`src/rtl/dct_coef_deser.sv`:
```
// Bit-serial to parallel coefficient deserializer for the 32-point DCT core.
// Words are tagged with their frame index and last flag, then queued in a FWFT FIFO.
module dct_coef_deser #(
  parameter int DW    = 16,
  parameter int DEPTH = 8,
  parameter int IDXW  = 5
) (
  input  logic                     iClk,
  input  logic                     iRst,
  input  logic [2:0]               iSize,
  input  logic                     iSVAL,
  input  logic                     iSDAT,
  output logic [DW-1:0]            oData,
  output logic [IDXW-1:0]          oIdx,
  output logic                     oLast,
  output logic                     oValid,
  input  logic                     iReady,
  output logic [$clog2(DEPTH):0]   oLevel,
  output logic                     oBusy,
  output logic                     oErrTrunc,
  output logic                     oErrOvf
);

  localparam int AW  = $clog2(DEPTH);
  localparam int LW  = AW + 1;
  localparam int BCW = $clog2(DW) + 1;
  localparam int EW  = DW + IDXW + 1;

  typedef enum logic [0:0] {
    S_IDLE = 1'b0,
    S_RECV = 1'b1
  } state_t;

  // Frame-size code to index of the final coefficient (N-1); codes 4..7 mean 32.
  function automatic logic [IDXW-1:0] f_nlast(input logic [2:0] code);
    case (code)
      3'd0:    f_nlast = IDXW'(3);
      3'd1:    f_nlast = IDXW'(7);
      3'd2:    f_nlast = IDXW'(15);
      default: f_nlast = IDXW'(31);
    endcase
  endfunction

  state_t              r_state;
  state_t              w_state_nxt;
  logic [DW-2:0]       r_shift;
  logic [BCW-1:0]      r_bitcnt;
  logic [IDXW-1:0]     r_idx;
  logic [IDXW-1:0]     r_nlast;
  logic [EW-1:0]       r_mem [DEPTH];
  logic [AW-1:0]       r_wptr;
  logic [AW-1:0]       r_rptr;
  logic [LW-1:0]       r_count;
  logic                r_err_trunc;
  logic                r_err_ovf;

  logic                w_push;
  logic                w_trunc;
  logic                w_last;
  logic [DW-1:0]       w_word;
  logic                w_pop;
  logic                w_full;
  logic                w_wr;
  logic                w_nonempty;
  logic [EW-1:0]       w_head;

  assign w_last = (r_idx == r_nlast);
  assign w_word = {r_shift, iSDAT};

  always_ff @(posedge iClk) begin
    if (iRst) begin
      r_state <= S_IDLE;
    end else begin
      r_state <= w_state_nxt;
    end
  end

  always_comb begin
    w_state_nxt = r_state;
    w_push      = 1'b0;
    w_trunc     = 1'b0;
    case (r_state)
      S_IDLE: begin
        if (iSVAL) begin
          w_state_nxt = S_RECV;
        end else begin
          w_state_nxt = S_IDLE;
        end
      end
      S_RECV: begin
        if (!iSVAL) begin
          w_trunc     = 1'b1;
          w_state_nxt = S_IDLE;
        end else if (r_bitcnt == BCW'(DW - 1)) begin
          w_push = 1'b1;
          if (w_last) begin
            w_state_nxt = S_IDLE;
          end else begin
            w_state_nxt = S_RECV;
          end
        end else begin
          w_state_nxt = S_RECV;
        end
      end
      default: w_state_nxt = S_IDLE;
    endcase
  end

  // Shift register, bit counter and frame index; iSize is only sampled on the first bit.
  always_ff @(posedge iClk) begin
    if (iRst) begin
      r_shift  <= '0;
      r_bitcnt <= '0;
      r_idx    <= '0;
      r_nlast  <= '0;
    end else begin
      case (r_state)
        S_IDLE: begin
          if (iSVAL) begin
            r_nlast  <= f_nlast(iSize);
            r_shift  <= {r_shift[DW-3:0], iSDAT};
            r_bitcnt <= BCW'(1);
            r_idx    <= '0;
          end
        end
        S_RECV: begin
          if (iSVAL) begin
            r_shift <= {r_shift[DW-3:0], iSDAT};
            if (w_push) begin
              r_bitcnt <= '0;
              r_idx    <= r_idx + IDXW'(1);
            end else begin
              r_bitcnt <= r_bitcnt + BCW'(1);
            end
          end else begin
            r_bitcnt <= '0;
          end
        end
        default: r_bitcnt <= '0;
      endcase
    end
  end

  assign w_nonempty = (r_count != '0);
  assign w_pop      = w_nonempty && iReady;
  assign w_full     = (r_count == LW'(DEPTH));
  // A full FIFO still takes a word when the head leaves in the same cycle.
  assign w_wr       = w_push && (!w_full || w_pop);

  always_ff @(posedge iClk) begin
    if (iRst) begin
      r_wptr  <= '0;
      r_rptr  <= '0;
      r_count <= '0;
    end else begin
      if (w_wr) begin
        r_wptr <= r_wptr + AW'(1);
      end
      if (w_pop) begin
        r_rptr <= r_rptr + AW'(1);
      end
      case ({w_wr, w_pop})
        2'b10:   r_count <= r_count + LW'(1);
        2'b01:   r_count <= r_count - LW'(1);
        default: r_count <= r_count;
      endcase
    end
  end

  always_ff @(posedge iClk) begin
    if (w_wr) begin
      r_mem[r_wptr] <= {w_word, r_idx, w_last};
    end
  end

  always_ff @(posedge iClk) begin
    if (iRst) begin
      r_err_trunc <= 1'b0;
      r_err_ovf   <= 1'b0;
    end else begin
      r_err_trunc <= w_trunc;
      r_err_ovf   <= w_push && !w_wr;
    end
  end

  assign w_head    = r_mem[r_rptr];
  assign oValid    = w_nonempty;
  assign oData     = w_nonempty ? w_head[EW-1 -: DW]     : {DW{1'b0}};
  assign oIdx      = w_nonempty ? w_head[IDXW:1]         : {IDXW{1'b0}};
  assign oLast     = w_nonempty ? w_head[0]              : 1'b0;
  assign oLevel    = r_count;
  assign oBusy     = (r_state == S_RECV);
  assign oErrTrunc = r_err_trunc;
  assign oErrOvf   = r_err_ovf;

endmodule
```
`config.mk`:
```
export PLATFORM = sky130hd
export DESIGN_NAME = dct_coef_deser
export DESIGN_NICKNAME = d
export VERILOG_FILES = /design/src/rtl/dct_coef_deser.sv
export SDC_FILE = /design/constraint.sdc
export NUM_CORES = 1
export LEC_CHECK = 0
export ABC_AREA = 1
export CAP_MARGIN = 10
export CORE_MARGIN = 3
export CORE_UTILIZATION = 45
export CTS_CLUSTER_DIAMETER = 80
export DETAILED_ROUTE_END_ITERATION = 10
export PLACE_DENSITY_LB_ADDON = 0.1
export SETUP_SLACK_MARGIN = 0.02
export SYNTH_ARGS = -nofsm -noshare
export SYNTH_HDL_FRONTEND = slang
export SYNTH_SLANG_ARGS = --single-unit
```
`constraint.sdc`:
```
create_clock -name iClk -period 3.5 [get_ports iClk]
set_clock_uncertainty 0.2 [all_clocks]
set_input_delay 0.525 -clock iClk [delete_from_list [all_inputs] [get_ports iClk]]
set_output_delay 0.525 -clock iClk [all_outputs]
set_load 0.02 [all_outputs]
```
; Word level (Yosys, flattened, before mapping)
; Memories as Yosys holds them, arrays and structs flattened. A register that Yosys moved wholly into a read port is not among the register bits.
; Cells that the tools add are included.
[op_classes]
n_addsub = 6
eq_ne = 10
muxes = 27
n_bitwise = 1
n_reduce_logical = 12
[op_table]
columns = cell, n
row1 = 2-to-1 mux 5 bit, 7
row2 = case mux 5 bit (2 select lines), 2
row3 = 2-to-1 mux 16 bit, 1
row4 = 2-to-1 mux 15 bit, 1
row5 = case mux 5 bit (3 select lines), 1
row6 = 2-to-1 mux 1 bit, 11
row7 = "adder 5 x 1 -> 5 bit, second input constant", 2
row8 = case mux 4 bit (2 select lines), 1
row9 = "adder 3 x 1 -> 3 bit, second input constant", 2
row10 = 2-to-1 mux 3 bit, 2
row11 = "== test 5 x 4 -> 1 bit, second input constant", 1
row12 = == test 5 bit, 1
row13 = "adder 4 x 1 -> 4 bit, second input constant", 1
row14 = "== test 4 bit, second input constant", 1
row15 = "!= test 2 bit, second input constant", 2
row16 = nonzero test 4 bit, 1
row17 = "subtractor 4 x 1 -> 4 bit, second input constant", 1
row18 = "== test 3 x 1 -> 1 bit, second input constant", 1
row19 = "== test 3 x 2 -> 1 bit, second input constant", 1
row20 = logical AND 1 bit, 3
row21 = zero test 3 bit, 1
row22 = AND reduction 3 bit, 1
row23 = "== test 2 x 1 -> 1 bit, second input constant", 1
row24 = "== test 2 bit, second input constant", 1
row25 = other kinds (8), 9
[totals]
register_bits = 43
ram_bits = 176
input_bits = 8
word_cells = 67
memories = 1
[memory_table]
columns = name, depth, width, read_ports, rd_clocked_by_memory_dff, write_ports, line
row1 = r_mem, 8, 22, 1, 1, 1, 50  ; logic [EW-1:0] r_mem [DEPTH];

; Depth between registers and ports, before layout
[logic_depth]
depth_word = 7
mapped_depth = 16

; Least setup slack after synthesis
; OpenSTA, ideal clock, no wires.
[synth_path]
path_type = register to register
from = register r_bitcnt[0]
to = memory r_mem[1][0] in the netlist's numbering, enable pin
setup_time_ns = 0.401
t_arrival_ns = 2.369
t_required_ns = 2.899
setup_slack_ns = 0.531
stages_incl_launch_ff = 11
path_buffers = 0
synth_period_minus_slack_ns = 2.969
cell_sequence = dfxtp_1 > ha_1 > nand2_1 > nor2_1 > ha_1 > nand3_2 > clkinv_2 > nand2_1 > nor2_1 > inv_1 > nor2_1
[synth_via]
elab_chain_cells = 7
[synth_rtl]
columns = element, line
row1 = from (decl), 47  ; logic [BCW-1:0] r_bitcnt;
row2 = from (signal assigned), 133  ; r_bitcnt <= r_bitcnt + BCW'(1);
row3 = == test 5 x 4 -> 1 bit, 94  ; end else if (r_bitcnt == BCW'(DW - 1)) begin
row4 = 2-to-1 mux 1 bit, 94
row5 = 2-to-1 mux 1 bit, 91  ; if (!iSVAL) begin
row6 = 2-to-1 mux 1 bit, 82  ; case (r_state)
row7 = logical AND 1 bit, 148  ; assign w_wr = w_push && (!w_full || w_pop);
row8 = 2-to-1 mux 1 bit, 171  ; if (w_wr) begin
row9 = 2-to-1 mux 1 bit (not written as such), 172  ; r_mem[r_wptr] <= {w_word, r_idx, w_last};
row10 = to (decl), 50
; Every way passes these cells.

==> impl_metrics.toml <==
[worst_setup_path]
r2r-end = "r_mem[5][14]"
path_delay_family = "buffers and inverters"
cp.required_ns = 2.77
reg2reg_slack_ns = 0.82
cp_slowest_stage_delay_ns = 0.61
cp.buffers_inverters = 3
cpMaxStageDelayCell = "clkdlybuf4s50_1"
reg2reg_depth = 11
path_cells = "inv_2, buf_6, nor2_1, o21ai_0, o21ai_0, nor2_1, clkdlybuf4s50_1"
cp_max_fo = 26
critPathKind = "flop to output pin"
worstPathArrival_ns = 2.51
cp-start-kind = "flop"
r2r_start = "r_bitcnt[0]"
critPathCaptureType = "output pin"

[clock_tree]
cts_sinks = 221
htreeDepth = 1
root_buffer = "clkbuf_16"
cts_tree = "built"
clk_latency_ns = 0.50
post_cts_buffers = 0
postCtsHoldBufs = 0
clk_pin_slew_ns = 0.05
cts_buffers = 24
clockBufferDepth = 3

[sta]
finalHoldViolCount = 0
finalCriticalPeriod_ns = 3.23
tns_ns = 0
max_freq_ghz = 0.309
layout_setup_ws_ns = 0.268
grt_setup_unrepaired = "no"
setup_violations = 0
worst_pin_slew_ns = 0.654
maxSlewHeadroom = 0.562
hold_ws_ns = 0.268
period_share = 0.924
slew_viol_final = 0

[routing]
vias_per_cell = 5.31
finalWirelength_um = 18600
drt_pass1_iterations = 5
drc = 0
wire_per_inst_um = 17.4
routed-via-count = 5682
postRouteAntennaNets = 0
dr.first_iter.drc_count = 346

[synth]
async_reset_ff_frac = 0
yosys_warnings = 0
synth_area_leaders = "edfxtp_1 60%, dfxtp_1 10%, o21ai_0 6.7%"
muxShareOfSynthArea = 0.0248
synth_xor_area_frac = 0.00395
synth_seq_cells = 221
yosysTopAreaCell = "edfxtp_1"
synth_compound_area_frac = 0.112
synth_top_family_by_area = "compound AO/OA/AOI/OAI gates"
ys.flop_type = "edfxtp_1"
syn_area_um2 = 8880
synth.distinct_cells = 34
synth.most_common_cell = "edfxtp_1"
yosys.area_share.simple = 0.106
synth.avg_cell_area_um2 = 11.9
netlist.area_leader.share = 0.595
synth_commonest_cells = "176 x edfxtp_1, 152 x nor2_1, 119 x o21ai_0, 45 x dfxtp_1, 44 x inv_1"
synth_edf_count = 176
synthCells = 746
syn-num-nets = 762
synth_adder_area_share = 0.0121
ys_seq_area_frac = 0.697

[floorplan]
pin_count = 38
die-area_um2 = 21500
rows = 50
core_region_area_um2 = 19000
die_w_um = 146
start_util = 0.467
die_h_um = 146

[hold_path]
hold_path_class = "flop to flop"
min_path_cells = 2
holdPathEnd = "r_bitcnt[4]"
min_from = "r_bitcnt[4]"

[global_route]
grt_pass1_vias = 5656
grt.busiest_layer = "met2"
grt_use_met1 = 0.228
met3_usage = 0.0301
met2_usage = 0.296
antenna_found_initial = 0
grt_pass1_wl_um = 29700
overflow = 0
grt_max_degree = 89
track_usage = 0.172

[power]
power_w = 0.00781
power_frac_comb = 0.320
pwr-share-seq = 0.375
p_sw_w = 0.00255
p_per_area_nw_per_um2 = 754
p_sw_frac = 0.327
p_int_w = 0.00525
p_leak_nw = 3.56
ir_worst_vdd_mv = 0.601
p_clk_frac = 0.305

[placement]
post-dp-hpwl_um = 11100
portBuffers = 37
dpl_worst_slack_ns = 0.713
place_congestion = 0.774

[layout]
layout.nets = 808
seq_area_um2 = 6190
syn2layout_area_growth_pct = 16.5
drive_above_1_share = 0.104
diodes = 0
multi_input_comb_area_um2 = 2320
n_fill_cell = 1666
utilization = 0.544

[status]
outcome = "finished clean"

[run]
drv_cap = 0
flip-flops by register name, indices dropped and copies added, names as in the netlist, named ones only:
register,count
r_rptr,3
r_mem,176
oLevel,4
r_bitcnt,5
r_shift,15
r_idx,5
oErrOvf,1
oErrTrunc,1
r_nlast,4
r_wptr,3
oBusy,1
worst register-to-register path, delay by kind of cell (launching register included):
family | cells | cell delay, ns
AND/OR/NAND/NOR | 6 | 0.74
buffers and inverters | 3 | 0.57
adder cells (fa/ha/maj) | 2 | 0.44
flip-flops | 1 | 0.40
repair_timing:
action | 4_1_cts | 5_1_grt
hold endpoints to repair | 0 | 0
endpoints found under the setup margin | 0 | 2
resized for setup | 0 | 2
layout make-up:
| cell class | instances | area share |
|---|---|---|
| Sequential cell | 221 | 0.598 |
| Multi-Input combinational cell | 440 | 0.224 |
| Clock buffer | 34 | 0.0666 |
| Timing Repair Buffer | 58 | 0.0554 |
| Tap cell | 260 | 0.0314 |
| Inverter | 47 | 0.0172 |
| Clock inverter | 10 | 0.00738 |
routing by layer:
metal,share of wire,up-vias
met3,0.037,30
li1,-,2740
met5,0,-
met4,0.018,0
met1,0.45,2807
met2,0.49,105
cell families (layout without fill, tap and decap cells):
group,after synthesis,after routing
mux,22,22
xor+xnor,4,4
flops,221,221
compound gates,186,186
buf+inv,85,149
simple gates,220,220
fa+ha+maj,8,8
per-stage QoR:
step / instance area (µm²) / cells
floorplan: 8880 / 746
detailed placement: 9570 / 1026
global route: 10300 / 1070
CTS: 10300 / 1070
global placement: 9570 / 1026
finish: 10300 / 1070
power groups by stage:
| stage | logic, W | registers [W] | clock network (W) |
|---|---|---|---|
| 6_report | 0.00250 | 0.00293 | 0.00238 |
| 5_1_grt | 0.00279 | 0.00294 | 0.00255 |
| 4_1_cts | 0.00252 | 0.00293 | 0.00245 |
| 3_5_place_dp | 0.00251 | 0.00298 | 0 |
| 3_3_place_gp | 0.00248 | 0.00298 | 0 |
| 2_1_floorplan | 0.00172 | 0.00299 | 0 |
placed cells by master (no fill, tap or decap), types with 2 or more instances in the layout:
master and n:
edfxtp_1 176, buf_12 3, clkbuf_8 3, clkdlybuf4s50_1 37
buf_6 2, nand2_4 3, nand3_2 2, clkbuf_1 6
clkinv_2 9, nor2_2 8, nand3_4 2, o21ai_0 119
nand4_1 4, nand2_1 37, inv_2 2, a21oi_1 19
inv_1 44, nor2_1 144, clkbuf_16 25, ha_1 7
nor3_1 2, o21ai_1 9, nand3_1 14, dfxtp_2 2
o22ai_1 35, nor2_4 2, dfxtp_1 43, mux2i_1 22
buf_4 16, xnor2_1 2, xor2_1 2
worst max path at each step:
stage	slack [ns]	end	cells past startpoint	startpoint
final	0.27	oData[6]	7	flop
after global placement	0.71	oData[6]	7	flop
after CTS	0.17	oData[7]	7	flop
after floorplan	0.53	r_mem[1][0]	10	r_bitcnt[0]
after detailed placement	0.71	oData[6]	7	flop
after global routing	0.05	oIdx[4]	8	flop
Note: power is estimated with default switching activity, not from simulation.
